### config.mk
export PLATFORM = sky130hd
export DESIGN_NAME = aes_core_arbiter
export DESIGN_NICKNAME = d
export VERILOG_FILES = /design/src/rtl/aes_core_arbiter.sv
export SDC_FILE = /design/constraint.sdc
export NUM_CORES = 1
export LEC_CHECK = 0
export CAP_MARGIN = 20
export CORE_AREA = 2 2 252 254
export CTS_BUF_LIST = sky130_fd_sc_hd__clkbuf_8
export CTS_CLUSTER_DIAMETER = 80
export DETAILED_ROUTE_END_ITERATION = 10
export DIE_AREA = 0 0 254 256
export DONT_BUFFER_PORTS = 1
export GPL_ROUTABILITY_DRIVEN = 0
export PLACE_DENSITY = 0.37
export SYNTH_ARGS = -nofsm -noshare
export SYNTH_HDL_FRONTEND = slang
export SYNTH_SLANG_ARGS = --single-unit
export TNS_END_PERCENT = 20
### constraint.sdc
create_clock -name clk -period 8.9 [get_ports clk]
set_input_delay 1.335 -clock clk [delete_from_list [all_inputs] [get_ports clk]]
set_output_delay 1.335 -clock clk [all_outputs]
set_load 0.02 [all_outputs]
### src/rtl/aes_core_arbiter.sv
// Two-requester round-robin front end for a single shared AES core.
// Grants one block at a time, waits for core_done or a timeout, then returns one result pulse.
module aes_core_arbiter #(
  parameter int TIMEOUT_CYCLES = 1024
) (
  input  logic         clk,
  input  logic         reset,
  input  logic [1:0]   req,
  input  logic [127:0] req_data0,
  input  logic [127:0] req_data1,
  output logic [1:0]   ack,
  output logic         core_start,
  output logic [127:0] core_data_in,
  input  logic [127:0] core_data_out,
  input  logic         core_done,
  output logic         rsp_valid,
  output logic         rsp_id,
  output logic [127:0] rsp_data,
  output logic         rsp_err,
  output logic         busy
);

  typedef enum logic [1:0] {IDLE, BUSY, RESP} state_t;

  localparam logic [15:0] TMO_LAST = 16'(TIMEOUT_CYCLES - 1);

  state_t      state;
  logic [15:0] tmo_cnt;
  logic        last;
  logic        grant;

  // On a tie the requester not served last wins; otherwise the lone requester.
  always_comb begin
    grant = req[1];
    if (req == 2'b11) grant = ~last;
  end

  assign busy = (state != IDLE);

  always_ff @(posedge clk or posedge reset) begin
    if (reset) begin
      state        <= IDLE;
      tmo_cnt      <= '0;
      last         <= 1'b1;
      ack          <= '0;
      core_start   <= 1'b0;
      core_data_in <= '0;
      rsp_valid    <= 1'b0;
      rsp_id       <= 1'b0;
      rsp_data     <= '0;
      rsp_err      <= 1'b0;
    end else begin
      ack       <= '0;
      rsp_valid <= 1'b0;
      case (state)
        IDLE: begin
          if (req != 2'b00) begin
            core_data_in <= grant ? req_data1 : req_data0;
            rsp_id       <= grant;
            ack          <= grant ? 2'b10 : 2'b01;
            core_start   <= 1'b1;
            tmo_cnt      <= '0;
            state        <= BUSY;
          end
        end
        BUSY: begin
          // core_done takes priority over a timeout landing on the same edge
          if (core_done) begin
            rsp_data   <= core_data_out;
            rsp_err    <= 1'b0;
            rsp_valid  <= 1'b1;
            core_start <= 1'b0;
            state      <= RESP;
          end else if (tmo_cnt == TMO_LAST) begin
            rsp_data   <= '0;
            rsp_err    <= 1'b1;
            rsp_valid  <= 1'b1;
            core_start <= 1'b0;
            state      <= RESP;
          end else begin
            tmo_cnt <= tmo_cnt + 16'd1;
          end
        end
        RESP: begin
          last  <= rsp_id;
          state <= IDLE;
        end
        default: state <= IDLE;
      endcase
    end
  end

endmodule
After elaboration in Yosys (flattened, before gate mapping)
Cells that the tools add are included.
Widths: inputs -> output; s select.
{"block": "word_totals", "register_bits": 281, "latch_bits": 0, "ramBits": 0, "rom_bits": 0, "inputBits": 389, "memories": 0}
{"block": "classes", "add_sub_neg": 1, "n_mul": 0, "n_div": 0, "n_lt_le_gt_ge": 0, "eq_ne": 8, "shifts": 0, "mux": 24, "bitwise": 1, "reduce_logical": 10}
{"cell": "$mux 128", "n": 3}
{"cell": "$mux 16", "n": 3}
{"cell": "$pmux 16 s2", "n": 1}
{"cell": "$add 16x1->16 const B", "n": 1}
{"cell": "$eq 16x10->1 const B", "n": 1}
{"cell": "$mux 2", "n": 6}
{"cell": "$mux 1", "n": 9}
{"cell": "$reduce_bool 2->1", "n": 4}
{"cell": "$ne 2x2->1 const B", "n": 3}
{"cell": "$reduce_and 2->1", "n": 3}
{"cell": "$eq 2x2->1 const B", "n": 2}
{"cell": "$pmux 2 s2", "n": 1}
{"cell": "$reduce_and 4->1", "n": 1}
{"cell": "$ne 3x3->1 const B", "n": 1}
{"cell": "$reduce_and 3->1", "n": 1}
{"cell": "$eq 2x1->1 const B", "n": 1}
{"cell": "$logic_not 2->1", "n": 1}
{"cell": "$pmux 1 s2", "n": 1}
{"cell": "$not 1->1", "n": 1}

Depth between registers and ports, before layout
{"block": "depth", "depth_word": 5, "ltp_mapped": 8, "ltp_nobuf": 5}

Worst setup path before layout
No wires, ideal clock.
{"block": "synth_timing", "kind": "input -> register", "start": "input core_done", "end": "register tmo_cnt[7]", "setup_ns": 0.132, "arrival_ns": 2.498, "t_required_ns": 8.768, "setup_slack_ns": 6.270, "cell_stages": 5, "cell_sequence": "or3b_2 -> buf_2 -> o21ai_1 -> buf_2 -> a31oi_1"}
{"block": "synth_via", "elab_chain_len": 2}
{"element": "start: declaration", "line_no": "15", "text": "input logic core_done,"}
{"element": "$ne 2x2->1 (no line)"}
{"element": "$reduce_and 4->1 (no line)"}
{"element": "end signal: assignment", "line_no": "81", "text": "tmo_cnt <= tmo_cnt + 16'd1;"}
{"element": "end: declaration", "line_no": "28", "text": "logic [15:0] tmo_cnt;"}
No other way between the ends.
A chain may end at the register's enable or synchronous reset.

Worst setup path after layout
{"block": "layout_timing", "start": "register state[0]", "end": "output busy"}
{"block": "layout_via", "elab_chain_len": 1}
{"element": "start: declaration", "line_no": "27", "text": "state_t state;"}
{"element": "start signal: assignment", "line_no": "42", "text": "state <= IDLE;"}
{"element": "start signal: assignment", "line_no": "63", "text": "state <= BUSY;"}
{"element": "start signal: assignment", "line_no": "73", "text": "state <= RESP;"}
{"element": "$reduce_bool 2->1", "line_no": "38", "text": "assign busy = (state != IDLE);"}
{"element": "end: declaration", "line_no": "20", "text": "output logic busy"}
No other way between the ends.

==> implementation parameters <==
Parameter                              Value

Run
  Max capacitance violation total ... 0

STA
  Final total negative setup slack ... 0 ns
  Count of endpoints failing setup in the final report ... 0
  Final hold violation count ... 0
  Post-route fraction of the period consumed by the critical path ... 0.373
  Clock period minus worst slack ... 3.32 ns
  Setup repair after global routing missed its margin ... no
  Top achievable clock speed ... 301 MHz
  Rel. slew slack ... 0.172
  Setup WS post-layout ... 5.58 ns
  Slew Limit Fails ... 0
  Hold Worst Slack ... 0.513 ns
  Slew at the pin closest to its max-slew limit ... 1.24 ns
  Largest clock skew in the final design ... 0.0299 ns

Clocking
  TritonCTS Sinks ... 281
  Source-to-sink clock delay at the later pin of the worst-skew pair ... 0.63 ns
  Post-cts resize count ... 0
  Number of CTS-inserted buffers ... 53
  Clock transition at the registers of the reported paths ... 0.06 ns
  Number of buffers inserted to repair setup after CTS ... 0
  Number of H-tree branching levels ... 2
  TritonCTS clock tree ... built
  Hold-fix buffer count after cts ... 0
  Clock tree root buffer cell ... sky130_fd_sc_hd__clkbuf_8
  Max clock buf depth ... 3

Die
  Number of placement rows ... 92
  Vert. Die Dim ... 256 um
  Die extent in x ... 254 um
  IO Count ... 652
  Core Box Area ... 0.0624 mm2
  Area enclosed by the die boundary ... 0.0650 mm2
  Initial Util ... 0.184

Yosys
  Part of the Yosys area used for sequential elements ... 0.612
  Area share of xor/xnor cells in the synthesized design ... 0
  Netlist Area Pre-Place ... 0.0115 mm2
  Number of different library cells in the post-synthesis netlist ... 45
  Synth Area per Inst ... 10.4 um2
  Number of instances in the synthesized netlist ... 1103
  Dominant combinational cell family by area after synthesis ... compound AO/OA/AOI/OAI gates
  Compound-Gate Fraction of Synth Area ... 0.192
  Yosys synthesis warning count ... 0
  Mapped Nets ... 1493
  Number of flops mapped to enable cells by yosys ... 0
  Adder and majority cell fraction of the synthesized area ... 0.00109
  Synthesized flop and latch total ... 281
  Share of synthesized area spent on multiplexers ... 0.00272
  Area share of and/or/nand/nor cells after synthesis ... 0.152
  Asr flop ratio synth ... 1.00
  Ys flop type ... sky130_fd_sc_hd__dfrtp_1

Worst hold path
  Count of cells along the worst hold path ... 1
  Class of the most critical hold timing path ... reg -> reg

Power
  Static power due to leakage ... 5.70 nW
  Total power of the final layout ... 0.00569 W
  Worst voltage drop across the vdd grid ... 0.000218 V
  Power density normalized to cell area ... 425 mW/mm2

Global routing
  Global-route wire length before repair ... 58100 um
  Antenna violations before repair ... 9
  Via count of the first global-routing pass ... 9009
  Pin count of the biggest net entering global routing ... 230
  Global-route congestion overflow total ... 0
  Overall global routing resource usage ... 0.116

Final layout
  Syn-to-layout area delta ... 16.4%
  Layout Nets ... 1470
  Commonest cells after routing, fill and taps aside ... sky130_fd_sc_hd__dfrtp_1 (280), sky130_fd_sc_hd__nand2_1 (247), sky130_fd_sc_hd__a22o_1 (128)
  Commonest non-fill, non-tap cell in the layout ... sky130_fd_sc_hd__dfrtp_1
  Share of cells above drive strength 1 ... 0.0884

Route
  Total number of vias ... 8806
  DR WL/cell ... 20.4 um
  Number of routed nets with antenna violations ... 0
  Iteration count of the initial detailed-routing pass ... 5
  DR DRC count ... 0
  Starting DRT DRC Count ... 589
  Final wirelength ... 40200 um
  Number of vias per cell ... 4.47

Worst setup path
  Cells on worst reg2reg path ... 5
  Launching element type of the critical path ... flip-flop
  Kind of critical path ... reg -> out
  Data required time at the worst endpoint ... 7.57 ns
  Worst endpoint data arrival time ... 1.98 ns
  Largest fanout on the critical path ... 12
  Worst setup EP type ... output pin

Place
  PortBufs ... 0
  Minimum setup slack after placement ... 5.50 ns
  Dpl hpwl ... 28100 um

Outcome
  Result of the run ... finished clean
==> synthesized netlist by cell type, types with 2 or more instances <==
cell type / n / share of area
sky130_fd_sc_hd__and3_1: 12 / 0.0065
sky130_fd_sc_hd__o21ai_1: 2 / 0.00087
sky130_fd_sc_hd__nor4_1: 2 / 0.0011
sky130_fd_sc_hd__mux2i_1: 2 / 0.0017
sky130_fd_sc_hd__inv_1: 12 / 0.0039
sky130_fd_sc_hd__o211ai_1: 2 / 0.0013
sky130_fd_sc_hd__clkbuf_1: 66 / 0.022
sky130_fd_sc_hd__nand2b_1: 2 / 0.0011
sky130_fd_sc_hd__nand2_1: 248 / 0.081
sky130_fd_sc_hd__a31oi_1: 127 / 0.069
sky130_fd_sc_hd__dfrtp_1: 280 / 0.61
sky130_fd_sc_hd__buf_6: 10 / 0.0098
sky130_fd_sc_hd__a21boi_0: 2 / 0.0013
sky130_fd_sc_hd__buf_2: 11 / 0.0048
sky130_fd_sc_hd__nor3_1: 6 / 0.0026
sky130_fd_sc_hd__nor2b_1: 3 / 0.0016
sky130_fd_sc_hd__a2bb2oi_1: 2 / 0.0015
sky130_fd_sc_hd__o21ai_0: 4 / 0.0017
sky130_fd_sc_hd__nand3_1: 8 / 0.0035
sky130_fd_sc_hd__a21o_1: 2 / 0.0013
sky130_fd_sc_hd__a221o_1: 10 / 0.0087
sky130_fd_sc_hd__and2_1: 2 / 0.0011
sky130_fd_sc_hd__a22o_1: 128 / 0.098
sky130_fd_sc_hd__buf_1: 2 / 0.00065
sky130_fd_sc_hd__o221ai_1: 2 / 0.0015
sky130_fd_sc_hd__or4_1: 4 / 0.0026
sky130_fd_sc_hd__nand4_1: 4 / 0.0022
sky130_fd_sc_hd__a21oi_1: 3 / 0.0013
sky130_fd_sc_hd__and4_1: 2 / 0.0015
sky130_fd_sc_hd__nor2_1: 128 / 0.042
==> report_power, final <==
part           internal, W  total, W  switching [W]  leakage (nW)
Clock             0.000715   0.00129       0.000573         0.627
Combinational     0.000543   0.00124       0.000699          1.71
Sequential         0.00188   0.00316        0.00127          3.36
Total              0.00314   0.00569        0.00255          5.70
==> kinds of logic (layout without fill, tap and decap cells) <==
| logic type | Yosys count | count (layout) |
|---|---|---|
| AOI/OAI and AO/OA | 291 | 291 |
| adders and majority gates | 1 | 1 |
| buffers and inverters | 101 | 118 |
| DFF | 281 | 281 |
| muxes | 3 | 3 |
| other | 0 | 6 |
| and+or+nand+nor | 426 | 426 |
==> final cells by class <==
type / count / area [um2]
inverters: 12 / 48.8
clock inverters: 30 / 188
repair buffers: 11 / 120
diodes: 6 / 15.0
well taps: 846 / 1060
flip-flops and latches: 281 / 7030
fillers: 6822 / 49000
clock buffers: 65 / 895
multi-input cells: 721 / 4020
==> flip-flops by register name (all words and copies together) (netlist names) <==
| register | flops |
|---|---|
| rsp_data | 128 |
| last | 1 |
| tmo_cnt | 16 |
| rsp_err | 1 |
| core_data_in | 128 |
| state | 2 |
| rsp_valid | 1 |
| ack | 2 |
| core_start | 1 |
| rsp_id | 1 |
==> metrics by stage <==
step / area, um2 / util / instances
after global placement: 12300 / 0.197 / 1871
after detailed placement: 12300 / 0.197 / 1871
after floorplan: 11500 / - / 1103
after global routing: 13400 / 0.214 / 1972
after CTS: 13400 / 0.214 / 1966
final: 13400 / 0.214 / 1972
==> routing by layer <==
metal | track usage | routed length (um) | vias to the layer above
met5 | 0 | 13 | -
met4 | 0.0536 | 1440 | 2
met3 | 0.0486 | 4600 | 81
met2 | 0.199 | 19600 | 524
met1 | 0.124 | 14500 | 4321
li1 | - | - | 3878
==> critical path, stage by stage (launching register included) <==
cell and delay [ns]:
sky130_fd_sc_hd__dfrtp_1 0.46, sky130_fd_sc_hd__nor2_1 0.56, sky130_fd_sc_hd__inv_1 0.34
==> path summary, 6_finish.rpt <==
check / start / end / slack [ns]
max in group asynchronous: reset / rsp_data[108]$_DFFE_PP0P_ / 6.63
hold reg to reg: tmo_cnt[0]$_DFFE_PP0P_ / tmo_cnt[0]$_DFFE_PP0P_ / 0.51
hold / removal: tmo_cnt[0]$_DFFE_PP0P_ / tmo_cnt[0]$_DFFE_PP0P_ / 0.51
setup reg to reg: state[0]$_DFFE_PP0P_ / rsp_data[85]$_DFFE_PP0P_ / 5.76
setup / recovery: state[0]$_DFFE_PP0P_ / busy / 5.58
min in group asynchronous: reset / core_data_in[58]$_DFFE_PP0P_ / 0.72
Note: power is estimated with default switching activity, not from simulation.
